<file path="src/rtl/sa_xaddr_arbiter_pkg.sv">
// Shared helpers for the per-slave AW/AR arbiter: index-width derivation and
// the wrap-around increment used by the round-robin pointer and FIFO pointers.
package sa_xaddr_arbiter_pkg;

    // Width needed to index n items, never less than one bit.
    function automatic int clog2_min1(input int n);
        return (n > 1) ? $clog2(n) : 1;
    endfunction

    // Next index after idx in a ring of amt entries (amt-1 wraps to 0).
    function automatic int rr_next(input int idx, input int amt);
        return (idx >= amt - 1) ? 0 : idx + 1;
    endfunction

endpackage

</file>
<file path="src/rtl/sa_xaddr_arbiter_rr.sv">
// Round-robin grant generator: one-hot grant to the first requester found at
// or after the pointer, pointer moves past the winner when the grant is taken.
module sa_xaddr_arbiter_rr
    import sa_xaddr_arbiter_pkg::*;
#(
    parameter int MST_AMT  = 2,
    parameter int MST_ID_W = clog2_min1(MST_AMT)
) (
    input  logic                clk_i,
    input  logic                rst_i,
    input  logic [MST_AMT-1:0]  req_i,
    input  logic                en_i,
    output logic [MST_AMT-1:0]  gnt_o,
    output logic [MST_ID_W-1:0] gnt_idx_o,
    output logic                gnt_vld_o
);

    logic [MST_ID_W-1:0]  rr_ptr_q;
    logic [MST_ID_W-1:0]  rr_ptr_d;
    logic [2*MST_AMT-1:0] req_dbl_s;
    logic [MST_AMT-1:0]   req_rot_s;
    logic                 found_s;
    logic [MST_ID_W-1:0]  pick_s;
    int                   sum_s;

    // Rotate requests so the pointer position is bit 0, then take the first set bit.
    always_comb begin
        req_dbl_s = {req_i, req_i} >> rr_ptr_q;
        req_rot_s = req_dbl_s[MST_AMT-1:0];
        found_s   = 1'b0;
        pick_s    = '0;
        sum_s     = 0;
        for (int i = 0; i < MST_AMT; i++) begin
            if (!found_s && req_rot_s[i]) begin
                found_s = 1'b1;
                sum_s   = int'(rr_ptr_q) + i;
                pick_s  = MST_ID_W'((sum_s >= MST_AMT) ? (sum_s - MST_AMT) : sum_s);
            end else begin
                found_s = found_s;
            end
        end
    end

    // One-hot grant and pointer advance, gated by the caller's enable.
    always_comb begin
        gnt_vld_o = en_i & found_s;
        gnt_idx_o = pick_s;
        for (int j = 0; j < MST_AMT; j++) begin
            gnt_o[j] = gnt_vld_o & (pick_s == MST_ID_W'(j));
        end
        if (gnt_vld_o) begin
            rr_ptr_d = MST_ID_W'(rr_next(int'(pick_s), MST_AMT));
        end else begin
            rr_ptr_d = rr_ptr_q;
        end
    end

    // Round-robin pointer register.
    always_ff @(posedge clk_i or posedge rst_i) begin
        if (rst_i) begin
            rr_ptr_q <= '0;
        end else begin
            rr_ptr_q <= rr_ptr_d;
        end
    end

endmodule

</file>
<file path="src/rtl/sa_xaddr_arbiter.sv">
// Per-slave AW/AR arbiter: round-robin selects a master dispatcher, registers
// its address beat into a one-stage slice toward the slave and records the
// granted master index in an order FIFO for the slave-side data path.
module sa_xaddr_arbiter
    import sa_xaddr_arbiter_pkg::*;
#(
    parameter int MST_AMT           = 2,
    parameter int OUTSTANDING_AMT   = 8,
    parameter int ADDR_WIDTH        = 32,
    parameter int TRANS_MST_ID_W    = 5,
    parameter int TRANS_BURST_W     = 2,
    parameter int TRANS_DATA_LEN_W  = 3,
    parameter int TRANS_DATA_SIZE_W = 3,
    parameter int MST_ID_W          = clog2_min1(MST_AMT),
    parameter int CNT_W             = $clog2(OUTSTANDING_AMT) + 1
) (
    input  logic                                  ACLK_i,
    input  logic                                  ARESET_i,
    input  logic [TRANS_MST_ID_W*MST_AMT-1:0]     dsp_AxID_i,
    input  logic [ADDR_WIDTH*MST_AMT-1:0]         dsp_AxADDR_i,
    input  logic [TRANS_BURST_W*MST_AMT-1:0]      dsp_AxBURST_i,
    input  logic [TRANS_DATA_LEN_W*MST_AMT-1:0]   dsp_AxLEN_i,
    input  logic [TRANS_DATA_SIZE_W*MST_AMT-1:0]  dsp_AxSIZE_i,
    input  logic [MST_AMT-1:0]                    dsp_AxVALID_i,
    output logic [MST_AMT-1:0]                    dsp_AxREADY_o,
    output logic [MST_ID_W+TRANS_MST_ID_W-1:0]    s_AxID_o,
    output logic [ADDR_WIDTH-1:0]                 s_AxADDR_o,
    output logic [TRANS_BURST_W-1:0]              s_AxBURST_o,
    output logic [TRANS_DATA_LEN_W-1:0]           s_AxLEN_o,
    output logic [TRANS_DATA_SIZE_W-1:0]          s_AxSIZE_o,
    output logic                                  s_AxVALID_o,
    input  logic                                  s_AxREADY_i,
    output logic [MST_ID_W-1:0]                   xDATA_mst_id_o,
    output logic                                  xDATA_valid_o,
    input  logic                                  xDATA_pop_i,
    output logic [CNT_W-1:0]                      outst_ctn_o
);

    localparam int PTR_W = clog2_min1(OUTSTANDING_AMT);

    // Output slice registers
    logic [MST_ID_W+TRANS_MST_ID_W-1:0] s_id_q;
    logic [ADDR_WIDTH-1:0]              s_addr_q;
    logic [TRANS_BURST_W-1:0]           s_burst_q;
    logic [TRANS_DATA_LEN_W-1:0]        s_len_q;
    logic [TRANS_DATA_SIZE_W-1:0]       s_size_q;
    logic                               s_valid_q;

    // Order FIFO state
    logic [MST_ID_W-1:0] fifo_mem_q [OUTSTANDING_AMT];
    logic [PTR_W-1:0]    wr_ptr_q;
    logic [PTR_W-1:0]    rd_ptr_q;
    logic [CNT_W-1:0]    cnt_q;

    logic                     slot_free_s;
    logic                     fifo_full_s;
    logic                     fifo_empty_s;
    logic                     grant_s;
    logic                     pop_s;
    logic [MST_ID_W-1:0]      gnt_idx_s;
    logic [TRANS_MST_ID_W-1:0]    sel_id_s;
    logic [ADDR_WIDTH-1:0]        sel_addr_s;
    logic [TRANS_BURST_W-1:0]     sel_burst_s;
    logic [TRANS_DATA_LEN_W-1:0]  sel_len_s;
    logic [TRANS_DATA_SIZE_W-1:0] sel_size_s;

    // Grant is allowed only when the slice can take a beat and the FIFO has room;
    // a same-cycle pop does not free a slot, so there is no pop->ready path.
    always_comb begin
        slot_free_s  = ~s_valid_q | s_AxREADY_i;
        fifo_full_s  = (cnt_q == CNT_W'(OUTSTANDING_AMT));
        fifo_empty_s = (cnt_q == {CNT_W{1'b0}});
        pop_s        = xDATA_pop_i & ~fifo_empty_s;
    end

    sa_xaddr_arbiter_rr #(
        .MST_AMT  (MST_AMT),
        .MST_ID_W (MST_ID_W)
    ) u_rr (
        .clk_i     (ACLK_i),
        .rst_i     (ARESET_i),
        .req_i     (dsp_AxVALID_i),
        .en_i      (slot_free_s & ~fifo_full_s),
        .gnt_o     (dsp_AxREADY_o),
        .gnt_idx_o (gnt_idx_s),
        .gnt_vld_o (grant_s)
    );

    // Select the granted master's fields out of the packed dispatcher buses.
    always_comb begin
        sel_id_s    = '0;
        sel_addr_s  = '0;
        sel_burst_s = '0;
        sel_len_s   = '0;
        sel_size_s  = '0;
        for (int j = 0; j < MST_AMT; j++) begin
            if (gnt_idx_s == MST_ID_W'(j)) begin
                sel_id_s    = dsp_AxID_i[j*TRANS_MST_ID_W +: TRANS_MST_ID_W];
                sel_addr_s  = dsp_AxADDR_i[j*ADDR_WIDTH +: ADDR_WIDTH];
                sel_burst_s = dsp_AxBURST_i[j*TRANS_BURST_W +: TRANS_BURST_W];
                sel_len_s   = dsp_AxLEN_i[j*TRANS_DATA_LEN_W +: TRANS_DATA_LEN_W];
                sel_size_s  = dsp_AxSIZE_i[j*TRANS_DATA_SIZE_W +: TRANS_DATA_SIZE_W];
            end else begin
                sel_id_s    = sel_id_s;
            end
        end
    end

    // Output slice: load on grant, drop valid once the slave takes the beat.
    always_ff @(posedge ACLK_i or posedge ARESET_i) begin
        if (ARESET_i) begin
            s_id_q    <= '0;
            s_addr_q  <= '0;
            s_burst_q <= '0;
            s_len_q   <= '0;
            s_size_q  <= '0;
            s_valid_q <= 1'b0;
        end else if (grant_s) begin
            s_id_q    <= {gnt_idx_s, sel_id_s};
            s_addr_q  <= sel_addr_s;
            s_burst_q <= sel_burst_s;
            s_len_q   <= sel_len_s;
            s_size_q  <= sel_size_s;
            s_valid_q <= 1'b1;
        end else if (s_AxREADY_i) begin
            s_valid_q <= 1'b0;
        end else begin
            s_valid_q <= s_valid_q;
        end
    end

    // Order FIFO of granted master indices, consumed by the data path.
    always_ff @(posedge ACLK_i or posedge ARESET_i) begin
        if (ARESET_i) begin
            for (int i = 0; i < OUTSTANDING_AMT; i++) begin
                fifo_mem_q[i] <= '0;
            end
            wr_ptr_q <= '0;
            rd_ptr_q <= '0;
            cnt_q    <= '0;
        end else begin
            if (grant_s) begin
                fifo_mem_q[wr_ptr_q] <= gnt_idx_s;
                wr_ptr_q <= PTR_W'(rr_next(int'(wr_ptr_q), OUTSTANDING_AMT));
            end
            if (pop_s) begin
                rd_ptr_q <= PTR_W'(rr_next(int'(rd_ptr_q), OUTSTANDING_AMT));
            end
            case ({grant_s, pop_s})
                2'b10:   cnt_q <= cnt_q + CNT_W'(1);
                2'b01:   cnt_q <= cnt_q - CNT_W'(1);
                default: cnt_q <= cnt_q;
            endcase
        end
    end

    assign s_AxID_o       = s_id_q;
    assign s_AxADDR_o     = s_addr_q;
    assign s_AxBURST_o    = s_burst_q;
    assign s_AxLEN_o      = s_len_q;
    assign s_AxSIZE_o     = s_size_q;
    assign s_AxVALID_o    = s_valid_q;
    assign xDATA_mst_id_o = fifo_mem_q[rd_ptr_q];
    assign xDATA_valid_o  = ~fifo_empty_s;
    assign outst_ctn_o    = cnt_q;

endmodule
</file>
<file path="config.mk">
export PLATFORM = sky130hd
export DESIGN_NAME = sa_xaddr_arbiter
export DESIGN_NICKNAME = d
export VERILOG_FILES = /design/src/rtl/sa_xaddr_arbiter_pkg.sv /design/src/rtl/sa_xaddr_arbiter_rr.sv /design/src/rtl/sa_xaddr_arbiter.sv
export SDC_FILE = /design/constraint.sdc
export NUM_CORES = 1
export LEC_CHECK = 0
export ABC_AREA = 0
export CAP_MARGIN = 20
export CORE_ASPECT_RATIO = 0.7
export CORE_MARGIN = 2
export CORE_UTILIZATION = 30
export CTS_CLUSTER_SIZE = 40
export DETAILED_ROUTE_END_ITERATION = 7
export GPL_ROUTABILITY_DRIVEN = 1
export SLEW_MARGIN = 10
export SYNTH_ARGS = -nofsm -noshare
export SYNTH_HDL_FRONTEND = slang
export SYNTH_SLANG_ARGS = --single-unit
</file>
<file path="constraint.sdc">
create_clock -name ACLK_i -period 3.85 [get_ports ACLK_i]
set_input_delay 0.385 -clock ACLK_i [delete_from_list [all_inputs] [get_ports ACLK_i]]
set_output_delay 0.385 -clock ACLK_i [all_outputs]
set_load 0.02 [all_outputs]
</file>
==> run summary <==
Setup repair after global routing left no endpoint under its margin. The worst register-to-register path begins at outst_ctn_o[1]$_DFFE_PP0P_. The buffer depth of the longest clock path is 2. The total clock buffers created by CTS is 9. 151 I/O pins were placed. The netlist area before placement came out at 3158 sq um. After detailed placement, the total cell area comes to 4775 sq um. At the worst endpoint, the arrival time is 2.33 ns. The area of the core came out at 10280 sq um. The count of endpoints failing setup in the final report came out at 0. The number of inserted filler cells in the final layout is 942. The synthesized net count is 451.

The final critical-path setup slack came out at 1.137 ns. The final standard cell utilization of the core came out at 0.4945. The layout cell share with drive strength beyond 1 came out at 0.07475. The H-tree was split into 3 levels. For the pin with the worst max-slew slack, the measured transition is 0.8750 ns.

The most common flop cell mapped by yosys is sky130_fd_sc_hd__dfrtp_1. The tree is rooted in a sky130_fd_sc_hd__clkbuf_16. The number of warnings issued by yosys is 0. In the final routed layout, each cell accounts on average for 14.49 um.

The number of standard cells after synthesis is 348. The setup skew after layout came out at 0.009716 ns. Once placement completed, the tool counted placed cells totaling 610. The share of synthesized registers carrying an async set or reset came out at 1.000. STA classifies the critical path startpoint as a register.

For the finished layout, the period the worst path requires is 2.713 ns. The library cells used most frequently in the layout, excluding fill and tap cells, are sky130_fd_sc_hd__clkdlybuf4s50_1, sky130_fd_sc_hd__nand2_1, sky130_fd_sc_hd__dfrtp_1. The count of buffers added on input and output ports is 150. The count of instances resized after the clock tree is built is 0. The headroom to the max-slew limit is 0.4167. The data required time of the critical path is 3.46 ns.

The die is 89.84 um tall. The post-synthesis area per instance is 9.075 sq um. The maximum net fanout on the critical path is 17. Dividing total power by cell area gives a power density of 769.7 nW/um^2. The number of distinct library cells after synthesis came out at 31. The overall power consumption came out at 3.912 mW.

The number of nets in the finished design is 593. The number of antenna-violating nets in the routed design is 0. The number of maximum-capacitance constraint violations is 0.

The CTS tree is done. The number of synthesized register bits is 66. The sequential standard cell area is 1652 sq um.

The count of placed standard cells in the final layout, fillers left out is 627. The total number of vias is 2961. The initial antenna violation count is 0. Yosys mapped a number of flops with a built-in enable equal to 0.

The final period utilization came out at 0.7047. The accumulated negative setup slack came out at 0 ns. The critical path goes through nor3_1 > a211oi_4 > inv_2 > nor2_1 > clkdlybuf4s50_1. IR analysis of the VDD net gives a maximum drop of 0.2871 mV.

The fmax came out at 368.6 MHz. Counting cells, the worst reg-to-reg path comes to 10. The worst-case register-to-register setup slack came out at 1.28 ns. The final instance area came out at 5082 sq um. The number of clock sinks came out at 66. The total area of multi-input combinational cells came out at 1408 sq um. The worst register-to-register path ends at outst_ctn_o[2]$_DFFE_PP0P_.

The overall routed net length came out at 9.086 mm. The most common cell after layout, fill and taps aside is sky130_fd_sc_hd__clkdlybuf4s50_1. The critical path capture point type is a primary output. After clock tree synthesis, the flow added hold-fix buffers numbering 0.

From synthesis to final layout, the design area changed by 60.93%. The maximum number of pins on one net before global-route repair came out at 96. The worst slack after detailed placement came out at 1.151 ns. Using the TritonRoute via totals, the vias-per-cell ratio works out to 4.722.

For this design, the slowest cell found on the critical path is sky130_fd_sc_hd__clkdlybuf4s50_1. The aggregate global-route resource usage came out at 0.1627. The tightest min-delay check is of the in2async type.

The clock reaches the later pin of the worst-skew pair after 0.33 ns. The count of TritonRoute iterations in the first routing pass is 4. The die covers 11380 sq um. The clock edge transition at the registers on the reported setup and hold paths came out at 0.06 ns.

The number of design rule violations left after detail routing is 0. For this run the aggregate overflow at the end of global routing stands at 0. The violation count after the first detailed-routing iteration is 134. The routability congestion estimate from global placement is 0.7570. On the final layout, the worst hold slack is 0.3041 ns. The worst setup path is of the reg2out kind. The floorplan step set the die width to 126.6 um.

The HPWL after detailed placement is 6.340 mm. The via count of the first global-routing pass came out at 2898. The flow ran to the end, and the final reports show no timing, DRC or antenna violations. The global-route wire length before repair came out at 14.86 mm.

The final number of max-transition violations came out at 0. In this run the post-CTS setup repair buffer count came out at 0. The cell leakage power came out at 2.122 nW. The worst stage delay on the critical path came out at 0.56 ns. The number of hold violations in the final report came to 0. After floorplanning, the core was divided into 31 placement rows. The initial standard-cell utilization of the core came out at 0.3072.

The number of diodes added for antenna fixing came out at 0. The sequential share of the synthesized area came out at 0.5230.
worst max-delay path, delay by kind of cell (launching register included):
family                 cells  cell delay (ns)
buffers and inverters      2             0.83
AND/OR/NAND/NOR            2             0.57
AO/OA/AOI/OAI              1             0.13
flip-flops                 1             0.47
sequential cells by signal, summed over array words and instances, names as in the netlist:
| signal | flops |
|---|---|
| s_AxADDR_o | 32 |
| s_AxLEN_o | 3 |
| s_AxVALID_o | 1 |
| s_AxBURST_o | 2 |
| outst_ctn_o | 4 |
| wr_ptr_q | 3 |
| s_AxSIZE_o | 3 |
| u_rr.rr_ptr_q | 1 |
| fifo_mem_q | 8 |
| rd_ptr_q | 3 |
| s_AxID_o | 6 |
kinds of logic after synthesis:
logic type               after synthesis  share of synthesized area
adder cells (fa/ha/maj)                7                    0.02773
AND/OR/NAND/NOR                      171                     0.2270
multiplexers                          12                    0.04992
AO/OA/AOI/OAI                         58                     0.1200
buffers and inverters                 29                    0.03843
XOR/XNOR                               5                    0.01387
flip-flops                            66                     0.5230
area by class of cell:
class	instances	area share
sequential	66	0.3250
timing repair buffer	155	0.3053
multi-input combinational	253	0.2770
clock buffer	11	0.04579
tap	132	0.03250
clock inverter	5	0.01083
inverter	5	0.003693
synth_stat cells (all sizes together) (5+ instances only):
master | number | area, sq um
nor2 | 50 | 187.7
clkbuf | 14 | 52.55
nand2 | 97 | 364.1
buf | 10 | 50.05
a31oi | 46 | 287.8
dfrtp | 66 | 1652
mux2 | 10 | 112.6
ha | 7 | 87.58
nor3 | 5 | 25.02
inv | 5 | 18.76
nand3 | 6 | 30.03
routing by layer:
metal	track usage	share of wire
met2	0.2335	0.43
met4	0.05952	0.018
met3	0.07381	0.089
met1	0.2156	0.47
met5	0	0
power breakdown:
part	total (mW)	switching, mW	leakage (nW)	internal, mW
sequential	1.30	0.273	0.762	1.03
clock	0.789	0.291	0.136	0.499
combinational	1.82	0.920	1.22	0.900
total	3.91	1.48	2.12	2.43
worst max-delay path by stage:
| stage | startpoint | end | slack, ns | depth (start not counted) |
|---|---|---|---|---|
| 2_1_floorplan | outst_ctn_o[1]$_DFFE_PP0P_ | outst_ctn_o[2]$_DFFE_PP0P_ | 1.22 | 10 |
| 3_3_place_gp | dsp_AxVALID_i[1] | outst_ctn_o[2]$_DFFE_PP0P_ | 1.18 | 11 |
| 3_5_place_dp | dsp_AxVALID_i[1] | outst_ctn_o[2]$_DFFE_PP0P_ | 1.15 | 11 |
| 4_1_cts | outst_ctn_o[0]$_DFFE_PP0P_ | dsp_AxREADY_o[1] | 1.12 | 5 |
| 5_1_grt | outst_ctn_o[0]$_DFFE_PP0P_ | outst_ctn_o[3]$_DFFE_PP0P_ | 1.01 | 8 |
| 6_report | outst_ctn_o[1]$_DFFE_PP0P_ | dsp_AxREADY_o[1] | 1.14 | 5 |
Power figures use the tool's default switching activity.
